<file path="src/rtl/operand_entry_if.sv">
// Operand-entry bundle: raw board switches/buttons in, captured ALU operands out.
// The master side is the operand collector, the slave side is the board/consumer.
interface operand_entry_if;
    logic [7:0]  ins;
    logic [2:0]  sw;
    logic        btn_enter;
    logic        btn_clear;
    logic [31:0] num1;
    logic [31:0] num2;
    logic [2:0]  op;
    logic        valid;
    logic [1:0]  state;

    modport master (
        input  ins, sw, btn_enter, btn_clear,
        output num1, num2, op, valid, state
    );

    modport slave (
        output ins, sw, btn_enter, btn_clear,
        input  num1, num2, op, valid, state
    );
endinterface

</file>
<file path="src/rtl/operand_entry.sv">
// Collects two 8-bit operands and a 3-bit opcode from switches using debounced
// enter/clear buttons, and presents them as registered outputs with a valid strobe.
module operand_entry #(
    parameter int unsigned DEBOUNCE_CYCLES = 1_000_000,
    parameter int unsigned CNT_W           = 20
) (
    input  logic                   clk,
    input  logic                   reset,
    operand_entry_if.master        bus
);

    localparam logic [CNT_W-1:0] CntMax = CNT_W'(DEBOUNCE_CYCLES - 1);

    typedef enum logic [1:0] {
        StA    = 2'b00,
        StB    = 2'b01,
        StDone = 2'b10
    } state_t;

    // Button vectors: bit 0 = enter, bit 1 = clear.
    logic [7:0]            r_ins_s1, r_ins_s2;
    logic [2:0]            r_sw_s1, r_sw_s2;
    logic [1:0]            r_btn_s1, r_btn_s2;
    logic [1:0][CNT_W-1:0] r_cnt;
    logic [1:0]            r_deb, r_deb_d;
    logic [1:0]            w_press;

    logic [7:0]            r_num1, r_num2;
    logic [2:0]            r_op;
    logic                  r_valid;
    state_t                r_state;

    always_ff @(posedge clk) begin
        if (reset) begin
            r_ins_s1 <= '0;
            r_ins_s2 <= '0;
            r_sw_s1  <= '0;
            r_sw_s2  <= '0;
            r_btn_s1 <= '0;
            r_btn_s2 <= '0;
            r_cnt    <= '0;
            r_deb    <= '0;
            r_deb_d  <= '0;
        end else begin
            r_ins_s1 <= bus.ins;
            r_ins_s2 <= r_ins_s1;
            r_sw_s1  <= bus.sw;
            r_sw_s2  <= r_sw_s1;
            r_btn_s1 <= {bus.btn_clear, bus.btn_enter};
            r_btn_s2 <= r_btn_s1;
            // Accept a new level only after it has differed for DEBOUNCE_CYCLES edges in a row.
            for (int i = 0; i < 2; i++) begin
                if (r_btn_s2[i] == r_deb[i]) begin
                    r_cnt[i] <= '0;
                end else if (r_cnt[i] == CntMax) begin
                    r_deb[i] <= r_btn_s2[i];
                    r_cnt[i] <= '0;
                end else begin
                    r_cnt[i] <= r_cnt[i] + 1'b1;
                end
            end
            r_deb_d <= r_deb;
        end
    end

    assign w_press = r_deb & ~r_deb_d;

    always_ff @(posedge clk) begin
        if (reset) begin
            r_num1  <= '0;
            r_num2  <= '0;
            r_op    <= '0;
            r_valid <= 1'b0;
            r_state <= StA;
        end else begin
            r_valid <= 1'b0;
            if (w_press[1]) begin
                r_num1  <= '0;
                r_num2  <= '0;
                r_op    <= '0;
                r_state <= StA;
            end else begin
                case (r_state)
                    StA: begin
                        if (w_press[0]) begin
                            r_num1  <= r_ins_s2;
                            r_state <= StB;
                        end
                    end
                    StB: begin
                        if (w_press[0]) begin
                            r_num2  <= r_ins_s2;
                            r_op    <= r_sw_s2;
                            r_valid <= 1'b1;
                            r_state <= StDone;
                        end
                    end
                    StDone: begin
                        if (w_press[0]) begin
                            r_num1  <= r_ins_s2;
                            r_state <= StB;
                        end
                    end
                    default: r_state <= StA;
                endcase
            end
        end
    end

    assign bus.num1  = {24'b0, r_num1};
    assign bus.num2  = {24'b0, r_num2};
    assign bus.op    = r_op;
    assign bus.valid = r_valid;
    assign bus.state = r_state;

endmodule
</file>
<file path="src/flat_wrapper.sv">
// flat-port wrapper written by rule: the top's interface ports become plain ports
module operand_entry_flat 
#(
    parameter int unsigned DEBOUNCE_CYCLES = 1_000_000,
    parameter int unsigned CNT_W           = 20
)
  (clk, reset, bus_ins, bus_sw, bus_btn_enter, bus_btn_clear, bus_num1, bus_num2, bus_op, bus_valid, bus_state);
  operand_entry_if bus_i ();
  input  logic clk;
  input  logic reset;
  input wire logic [$bits(bus_i.ins)-1:0] bus_ins;
  input wire logic [$bits(bus_i.sw)-1:0] bus_sw;
  input wire logic [$bits(bus_i.btn_enter)-1:0] bus_btn_enter;
  input wire logic [$bits(bus_i.btn_clear)-1:0] bus_btn_clear;
  output wire logic [$bits(bus_i.num1)-1:0] bus_num1;
  output wire logic [$bits(bus_i.num2)-1:0] bus_num2;
  output wire logic [$bits(bus_i.op)-1:0] bus_op;
  output wire logic [$bits(bus_i.valid)-1:0] bus_valid;
  output wire logic [$bits(bus_i.state)-1:0] bus_state;
  assign bus_i.ins = bus_ins;
  assign bus_i.sw = bus_sw;
  assign bus_i.btn_enter = bus_btn_enter;
  assign bus_i.btn_clear = bus_btn_clear;
  assign bus_num1 = bus_i.num1;
  assign bus_num2 = bus_i.num2;
  assign bus_op = bus_i.op;
  assign bus_valid = bus_i.valid;
  assign bus_state = bus_i.state;
  operand_entry #(.DEBOUNCE_CYCLES(DEBOUNCE_CYCLES), .CNT_W(CNT_W)) u_core (.clk(clk), .reset(reset), .bus(bus_i));
endmodule
</file>
<file path="config.mk">
export PLATFORM = sky130hd
export DESIGN_NAME = operand_entry_flat
export DESIGN_NICKNAME = d
export VERILOG_FILES = /design/src/rtl/operand_entry_if.sv /design/src/rtl/operand_entry.sv /design/src/flat_wrapper.sv
export SDC_FILE = /design/constraint.sdc
export NUM_CORES = 1
export LEC_CHECK = 0
export ABC_AREA = 1
export BUFFER_PORTS_ARGS = -buffer_cell sky130_fd_sc_hd__buf_4
export CORE_ASPECT_RATIO = 1.4
export CORE_MARGIN = 4
export CORE_UTILIZATION = 45
export DETAILED_ROUTE_END_ITERATION = 12
export PLACE_DENSITY = 0.66
export SLEW_MARGIN = 10
export SYNTH_ARGS = -nofsm -noshare
export SYNTH_HDL_FRONTEND = slang
export SYNTH_SLANG_ARGS = --single-unit
</file>
<file path="constraint.sdc">
create_clock -name clk -period 1.55 [get_ports clk]
set_clock_uncertainty 0.05 [all_clocks]
set_input_delay 0.2325 -clock clk [delete_from_list [all_inputs] [get_ports clk]]
set_output_delay 0.2325 -clock clk [all_outputs]
set_load 0.02 [all_outputs]
</file>
==> results.md, run 1 <==
* Area growth, synth to finish at 14.2%
* Reg2reg start: u_core.r_cnt[1]$_SDFF_PP0_
* Largest net degree at the start of global routing at 29
* Initial Utilization at 46.1%
* DR iter-0 viols at 114
* I/O pin cnt at 85
* Share of cells above drive strength 1 at 16.9%
* Worst setup SP type: register
* Area fraction of the dominant cell type after synthesis at 44.5%
* Filler cell count at 901
* Critical path arrival at 1.62 ns
* Routed wire per std cell at 10.7 um
* Routed Antenna Nets at 0
* Die extent in x at 89.1 um
* Crit-path max cell delay at 0.37 ns
* DP Wirelength at 5610 um
* Clock Sink Count at 92
* CTS tree: yes
* Power density over the cells at 992 nW/um^2
* Seq/Total Area, Yosys at 44.5%
* Remaining DRCs at 0
* Via density per instance at 4.51
* Final Routed Wirelength at 7560 um
* Via Count at 3179
* Peak supply drop at 659 uV
* Placed cell count at 688
* Total power at 4.69 mW
* Clk root buf: clkbuf_16
* Crit path time final at 1.44 ns
* Class of the worst hold path: in -> reg
* Max-Cap Viols at 0
* Total CTS buffers at 9
* Crit Path Max Fanout at 10
* Total core area at 8980 um^2
* Row cnt at 41
* DRT Pass-1 Iters at 4
* Hold_buf cts at 0
* Buffers & Inverters on Critical Path at 1
* Status: complete, no violations
* Fin. max-slew vios at 0
* Total grt overflow at 0
* Setup TNS Final at 0 ns
* Die extent in y at 121 um
* Clock Tree Buf Depth at 2
* Die ar. at 10800 um^2
* Slowest cell on the critical path: dfxtp_1
* CP most frequent cell: nand3_2
* Avg Cell Area, Syn at 7.54 um^2
* Yosys cell types at 29
* Dominant cells by area after synthesis: dfxtp_1, nand2_1, buf_4
* Final Cycle Share at 93.0%
* Area of the mapped netlist at 4140 um^2
* Critical Path RT at 1.73 ns
* F_max at 0.694 GHz
* Reg clk slew, reported paths at 0.06 ns
* Vias in the first global route at 3046
* Port bufs at 36
* GP Congestion at 0.852
* CP startpoint: u_core.r_cnt[1]$_SDFF_PP0_
* H-tree level count at 3
* Yosys reg bits at 92
* Biggest area consumer among synthesized cells: dfxtp_1
* First-pass GRT wire length at 12700 um
* Fin nets at 610
* Fin. Hold Viols at 0
* CP Class: reg -> reg
* Hold Crit Start: bus_sw[1]
* Leak at 1.85 nW
* Antenna violations before repair at 0
* Yosys Warn Count at 0
* Post-Synthesis Cells at 549
* Critical path cell sequence: ha_4 -> nand3_2 -> nor3_2 -> nand3_2 -> nand2_4 -> clkbuf_16 -> a21oi_1
* Crit. End Element: register
* Ant diodes at 0
* Worst-Skew Late Latency at 0.33 ns
* Finished Layout Cells at 705
* Finish-stage setup viols at 0
* Delay-heaviest family, CP: simple AND/OR/NAND/NOR gates
* GRT Resource Usage Total at 14.7%
## cell type report
type | instances | area, um^2 | share of cell area [%]
Sequential cell | 92 | 1840 | 39.0
Inverter | 61 | 233 | 4.92
Clock inverter | 7 | 65.1 | 1.38
Multi-Input combinational cell | 383 | 1840 | 38.9
Clock buffer | 9 | 225 | 4.76
Timing Repair Buffer | 46 | 388 | 8.20
Tap cell | 107 | 134 | 2.83
## registers in the layout, indices dropped and copies added (netlist names)
| signal | count |
|---|---|
| u_core.bus.op | 3 |
| u_core.bus.state | 2 |
| u_core.bus.valid | 1 |
| u_core.r_btn_s1 | 2 |
| u_core.r_btn_s2 | 2 |
| u_core.r_cnt | 40 |
| u_core.r_deb | 2 |
| u_core.r_deb_d | 2 |
| u_core.r_ins_s1 | 8 |
| u_core.r_ins_s2 | 8 |
| u_core.r_num1 | 8 |
| u_core.r_num2 | 8 |
| u_core.r_sw_s1 | 3 |
| u_core.r_sw_s2 | 3 |
## cells by family after synthesis
logic type	after synthesis	share of synthesized area (%)
simple gates	274	29.4
buf+inv	121	16.1
flops	92	44.5
compound gates	38	4.87
xor+xnor	21	4.44
fa+ha+maj	2	0.604
other cells	1	0.0906
## stage by stage
step	setup WS [ns]	utilization, %	cell area [um^2]	hold WS [ns]
6_report	0.109	52.7	4730	0.0481
5_1_grt	-0.0260	52.7	4730	0.0481
4_1_cts	0.0757	52.0	4660	0.0432
3_5_place_dp	0.0847	48.7	4370	0.345
3_3_place_gp	0.138	48.7	4370	0.341
2_1_floorplan	0.166	-	4320	0.289
## power by group
part           switching (mW)  internal, mW  total [mW]
clock network           0.946          1.13        2.07
registers              0.0116          2.40        2.41
logic                   0.161        0.0500       0.211
## path summary, 6_finish.rpt
check,end,slack (ns),cells past startpoint
worst max-delay path,u_core.r_cnt[15]$_SDFF_PP0_,0.11,7
worst min-delay path,u_core.r_sw_s1[1]$_SDFF_PP0_,0.05,3
worst max register to register,u_core.r_cnt[15]$_SDFF_PP0_,0.11,7
worst min register to register,u_core.r_ins_s2[6]$_SDFF_PP0_,0.35,2
## per-layer routing
metal | up-vias | global-route usage (%) | wire [um]
met1 | 1434 | 16.5 | 3100
met3 | 15 | 2.31 | 300
li1 | 1677 | - | -
met2 | 53 | 26.1 | 3990
met4 | 0 | 7.36 | 177
met5 | - | 0 | 0
## Yosys cell counts
cell	n
a21oi_1	31
nand2_1	108
buf_2	6
nand3_1	28
nor2_2	5
and2_1	1
dfxtp_1	92
o21ai_0	3
nor2_1	101
conb_1	1
nand4_1	4
o21bai_1	3
nand2_2	7
xnor2_1	8
inv_2	2
a21oi_2	1
buf_4	51
or2_0	2
xor2_1	13
nor2_4	7
ha_1	2
nand3_2	5
nand3b_1	1
buf_6	2
inv_1	59
clkbuf_1	1
or2_2	1
nor3_1	2
nor3_2	2
## layout by cell type, fill, tap and decap left out, types with 2 or more instances in the layout
cell        count
nand3_1        26
nand3_2         7
buf_4          43
clkbuf_16      10
or2_0           2
inv_6           2
a21oi_1        31
clkinv_4        2
nand2_2         7
clkinvlp_4      2
nor2_1        101
inv_2           3
dfxtp_1        90
nor3_1          2
inv_1          57
xor2_1         13
xnor2_1         8
nor3_2          2
buf_12          2
nor2_4          7
o21ai_0         2
nor2_2          5
nand2_1       107
nand4_1         4
inv_8           2
conb_1         48
dfxtp_2         2
o21bai_1        3
## worst reg2reg max path, delay by kind of cell, from the launching register on
family                     cells  cell delay, ns
AOI/OAI and AO/OA              1            0.04
adders and majority gates      1            0.16
and+or+nand+nor                4            0.56
buffers and inverters          1            0.16
DFF                            1            0.37
## what timing repair did
item | 4_1_cts | 5_1_grt
buffers inserted | 0 | 0
gates resized for setup | 0 | 11
setup endpoints to repair | 0 | 32
Note: power is estimated with default switching activity, not from simulation.
==> run 2, diff against run 1 <==
Settings changed: CAP_MARGIN set to 20, CORE_ASPECT_RATIO 1.4 to 0.6, CORE_UTILIZATION 45 to 55, PLACE_DENSITY 0.66 to 0.78.
==> results.md, run 2 (synthesis results as in run 1) <==
* Final Routed Wirelength at 7960 um (+5.3%)
* Routed Antenna Nets at 0 (unchanged)
* Initial Utilization at 56.7% (+11 points)
* Max-Cap Viols at 0 (unchanged)
* DP Wirelength at 5810 um (+3.6%)
* Worst-Skew Late Latency at 0.34 ns (about the same)
* Fin. max-slew vios at 0 (unchanged)
* F_max at 0.689 GHz (-0.62%)
* Resize count post-CTS at 0 (unchanged)
* Vias in the first global route at 2897 (-4.9%)
* Class of the worst hold path: in -> reg
* H-tree level count at 3 (unchanged)
* Sequential share of power at 49.6% (-1.7 points)
* Remaining DRCs at 0 (unchanged)
* Die ar. at 9030 um^2 (-17%)
* Commonest cells after routing, fill and taps aside: nand2_1, nor2_1, dfxtp_1, inv_1, conb_1
* Finished Layout Cells at 700 (-0.71%)
* Biggest register: u_core.r_cnt
* Total power at 4.86 mW (+3.6%)
* Total CTS buffers at 9 (unchanged)
* Placed cell count at 684 (-0.58%)
* GRT Resource Usage Total at 18.4% (+3.8 points)
* Clock Sink Count at 92 (unchanged)
* Psw at 1.11 mW (-0.96%)
* Peak supply drop at 598 uV (-9.3%)
* Via density per instance at 4.57 (+1.4%)
* Total core area at 7300 um^2 (-19%)
* RSZ-0062 raised after global routing: no
* Power density over the cells at 1030 nW/um^2 (+3.8%)
* Crit path time final at 1.45 ns (+0.00904 ns)
* Leak at 1.85 nW (+0.12%)
* First-pass GRT wire length at 13100 um (+2.9%)
* Combinational share of power at 4.3% (-0.2 points)
* Via Count at 3201 (+0.69%)
* Finish-stage setup viols at 0 (unchanged)
* Commonest non-fill, non-tap cell in the layout: nand2_1
* Pint at 3.75 mW (+5.0%)
* Worst setup SP type: register
* Status: complete, no violations
* Sw frac at 22.8% (-1.1 points)
* GP Congestion at 0.890 (+4.5%)
* Critical Path RT at 1.73 ns (about the same)
* Total grt overflow at 0 (unchanged)
* Setup TNS Final at 0 ns (unchanged)
* Critical path arrival at 1.63 ns (about the same)
* Routed wire per std cell at 11.4 um (+6.0%)
* Crit Path Max Fanout at 20 (+10)
* Hold_buf cts at 0 (unchanged)
* Fin nets at 608 (-0.33%)
* Die extent in x at 120 um (+35%)
* Max reg flops at 40 (unchanged)
* Fin. Hold Viols at 0 (unchanged)
* Reg clk slew, reported paths at 0.06 ns (about the same)
* CP Class: reg -> reg
* Die extent in y at 75.2 um (-38%)
* Clk root buf: clkbuf_16
* I/O pin cnt at 85 (unchanged)
* DRT Pass-1 Iters at 4 (unchanged)
* Area growth, synth to finish at 14.0%
* DR iter-0 viols at 266 (+130%)
* Row cnt at 24 (-41%)
* Clock Tree Buf Depth at 2 (unchanged)
* Crit. End Element: register
* Clock power frac at 46.1% (+1.9 points)
* Port bufs at 36 (unchanged)
* Share of cells above drive strength 1 at 16.1% (-0.78 points)
* Antenna violations before repair at 0 (unchanged)
* Ant diodes at 0 (unchanged)
* CTS tree: yes
* Largest net degree at the start of global routing at 25 (-14%)
* Setup bufs post-CTS at 0 (unchanged)
* Final hold slack at 0.0409 ns (-0.00727 ns)
* Final Cycle Share at 93.6% (+0.58 points)
==> run 2: cell count changes in the layout (fill, tap and decap cells not counted), moves of 2 or more <==
cell / delta
clkinv_4: -2
inv_1: +2
inv_8: -2
nand3_2: -3
nand3_4: +2
==> run 2: through the flow <==
step                      setup WS, ns  utilization, %  area (um^2)
after floorplan                  0.166               -         4320
after global placement           0.111            59.8         4360
after detailed placement        0.0388            59.8         4360
after CTS                       0.0235            64.0         4670
after global routing           0.00470            64.7         4720
final                           0.0996            64.7         4720
==> run 2: power groups by stage <==
| stage | combinational, mW | sequential [mW] | clock (mW) |
|---|---|---|---|
| final | 0.209 | 2.41 | 2.24 |
| after global routing | 0.230 | 2.41 | 2.38 |
| after CTS | 0.206 | 2.41 | 2.27 |
| after detailed placement | 0.204 | 2.46 | 0 |
| after global placement | 0.200 | 2.46 | 0 |
| after floorplan | 0.251 | 2.46 | 0 |
==> run 2: worst max-delay path, stage by stage (launching register included) <==
cell and delay (ns):
dfxtp_1 0.34, ha_2 0.22, nand3_4 0.12, nor3_4 0.19, nand3_2 0.12, nand2_2 0.10
buf_12 0.15, nor2_1 0.06
==> run 2: worst paths after layout <==
path                            depth (start not counted)                             to  slack (ns)                    startpoint
worst max-delay path                                    7    u_core.r_cnt[18]$_SDFF_PP0_         0.1    u_core.r_cnt[1]$_SDFF_PP0_
worst min-delay path                                    3  u_core.r_ins_s1[5]$_SDFF_PP0_        0.04                    bus_ins[5]
worst max register to register                          7    u_core.r_cnt[18]$_SDFF_PP0_         0.1    u_core.r_cnt[1]$_SDFF_PP0_
worst min register to register                          2   u_core.r_sw_s2[1]$_SDFF_PP0_        0.35  u_core.r_sw_s1[1]$_SDFF_PP0_
==> run 2: layout make-up <==
cell class / instances / area [um^2]
multi-input combinational: 383 / 1850
tap: 104 / 130
clock buffer: 10 / 239
timing repair buffer: 44 / 355
fill: 635 / 2580
clock inverter: 6 / 68.8
inverter: 61 / 229
sequential: 92 / 1840
==> run 2: per-layer routing <==
| metal | track usage, % | vias up | routed length (um) |
|---|---|---|---|
| met5 | 0 | - | 0 |
| met2 | 27.8 | 83 | 3490 |
| met4 | 5.96 | 0 | 91 |
| met3 | 6.01 | 9 | 535 |
| li1 | - | 1663 | - |
| met1 | 25.3 | 1446 | 3850 |
==> run 3, diff against run 2 <==
Settings changed: RECOVER_POWER set to 50, SLEW_MARGIN 10 to 20.
==> results.md, run 3 (synthesis results as in run 1) <==
* Status: complete, no violations
* Critical path arrival at 1.63 ns (about the same)
* Fin. Hold Viols at 0 (unchanged)
* Critical Path RT at 1.73 ns (about the same)
* Power density over the cells at 1050 nW/um^2 (+1.9%)
* Final hold slack at 0.0401 ns (-0.000717 ns)
* Setup TNS Final at 0 ns (unchanged)
* Initial Utilization at 56.7% (unchanged)
* CP Class: reg -> reg
* Leak at 1.75 nW (-5.7%)
* Max-Cap Viols at 0 (unchanged)
* Tightest Pin Transition at 0.988 ns
* Remaining DRCs at 0 (unchanged)
* Clock Tree Buf Depth at 2 (unchanged)
* Clock power frac at 46.1% (about the same)
* Row cnt at 24 (unchanged)
* Setup bufs post-CTS at 0 (unchanged)
* Crit-path max cell delay at 0.34 ns (about the same)
* Fin nets at 608 (unchanged)
* Delay-heaviest family, CP: simple AND/OR/NAND/NOR gates
* Worst setup SP type: register
* Area growth, synth to finish at 11.6%
* Commonest cells after routing, fill and taps aside: nand2_1, nor2_1, dfxtp_1, inv_1, conb_1
* Via density per instance at 4.58 (+0.16%)
* Final Cycle Share at 93.5% (about the same)
* Port bufs at 36 (unchanged)
* Clk root buf: clkbuf_16
* Crit. End Element: register
* Clock Sink Count at 92 (unchanged)
* Largest net degree at the start of global routing at 25 (unchanged)
* I/O pin cnt at 85 (unchanged)
* Die ar. at 9030 um^2 (unchanged)
* Resize count post-CTS at 0 (unchanged)
* DR iter-0 viols at 199 (-25%)
* Fin util at 63.3% (-1.3 points)
* DP Wirelength at 5810 um (unchanged)
* Via Count at 3206 (+0.16%)
* Routed Antenna Nets at 0 (unchanged)
* Die extent in y at 75.2 um (unchanged)
* Buffers & Inverters on Critical Path at 1 (unchanged)
* DRT Pass-1 Iters at 4 (unchanged)
* Slew HR at 34.1%
* Sw frac at 22.7% (-0.083 points)
* GRT Resource Usage Total at 18.4% (unchanged)
* H-tree level count at 3 (unchanged)
* Hold_buf cts at 0 (unchanged)
* Ant diodes at 0 (unchanged)
* Finished Layout Cells at 700 (unchanged)
* Crit path time final at 1.45 ns (-0.00118 ns)
* Die extent in x at 120 um (unchanged)
* Critical path cell sequence: ha_2 -> nand3_4 -> nor3_4 -> nand3_2 -> nand2_2 -> buf_12 -> a21oi_1
* Routed wire per std cell at 11.3 um (-0.58%)
* Crit Path Max Fanout at 20 (unchanged)
* Total CTS buffers at 9 (unchanged)
* Combinational share of power at 4.3% (about the same)
* CTS tree: yes
* Finish-stage setup viols at 0 (unchanged)
* Class of the worst hold path: in -> reg
* Placed cell count at 684 (unchanged)
* Commonest non-fill, non-tap cell in the layout: nand2_1
* Psw at 1.10 mW (-0.53%)
* Total core area at 7300 um^2 (unchanged)
* Reg clk slew, reported paths at 0.06 ns (about the same)
* Pint at 3.75 mW (about the same)
* Slowest cell on the critical path: dfxtp_1
* GP Congestion at 0.890 (unchanged)
* F_max at 0.690 GHz (about the same)
* Peak supply drop at 597 uV (-0.12%)
* Total power at 4.85 mW (-0.17%)
* Max reg flops at 40 (unchanged)
* Total grt overflow at 0 (unchanged)
* Antenna violations before repair at 0 (unchanged)
* RSZ-0062 raised after global routing: no
* Worst-Skew Late Latency at 0.34 ns (about the same)
* First-pass GRT wire length at 13100 um (unchanged)
* Final Routed Wirelength at 7920 um (-0.58%)
* Vias in the first global route at 2897 (unchanged)
* Sequential share of power at 49.7% (about the same)
* Fin. max-slew vios at 0 (unchanged)
* Share of cells above drive strength 1 at 11.9% (-4.2 points)
* Biggest register: u_core.r_cnt
[run 3: path summary, 6_finish.rpt]
path,startpoint,to,slack [ns],cells past startpoint
max,u_core.r_cnt[1]$_SDFF_PP0_,u_core.r_cnt[13]$_SDFF_PP0_,0.10,7
min,bus_ins[5],u_core.r_ins_s1[5]$_SDFF_PP0_,0.04,3
max reg2reg,u_core.r_cnt[1]$_SDFF_PP0_,u_core.r_cnt[13]$_SDFF_PP0_,0.10,7
min reg2reg,u_core.r_sw_s1[1]$_SDFF_PP0_,u_core.r_sw_s2[1]$_SDFF_PP0_,0.35,2
[run 3: final cells by class]
| class | count | area (um^2) |
|---|---|---|
| clock buffer | 10 | 239 |
| clock inverter | 6 | 68.8 |
| fill | 673 | 2680 |
| inverter | 61 | 229 |
| multi-input combinational | 383 | 1850 |
| sequential | 92 | 1840 |
| tap | 104 | 130 |
| timing repair buffer | 44 | 259 |
[run 3: layer usage]
layer | track usage (%) | vias up | routed length, um
li1 | - | 1662 | -
met4 | 5.96 | 0 | 92
met5 | 0 | - | 0
met1 | 25.3 | 1446 | 3840
met2 | 27.8 | 88 | 3460
met3 | 6.01 | 10 | 523
[run 3: power by group through the flow]
stage | combinational [mW] | clock, mW | sequential, mW
global placement | 0.200 | 0 | 2.46
floorplan | 0.251 | 0 | 2.46
global route | 0.228 | 2.38 | 2.41
CTS | 0.206 | 2.27 | 2.41
finish | 0.206 | 2.23 | 2.41
detailed placement | 0.204 | 0 | 2.46
[run 3: metrics by stage]
stage                     setup slack [ns]  cell area, um^2
final                                0.101             4620
after global routing               0.00522             4620
after CTS                           0.0235             4670
after detailed placement            0.0388             4360
after global placement               0.111             4360
after floorplan                      0.166             4320
[run 3: worst min-delay path, stage by stage]
cell	delay [ns]
buf_4	0.07
inv_1	0.03
nor2_1	0.06
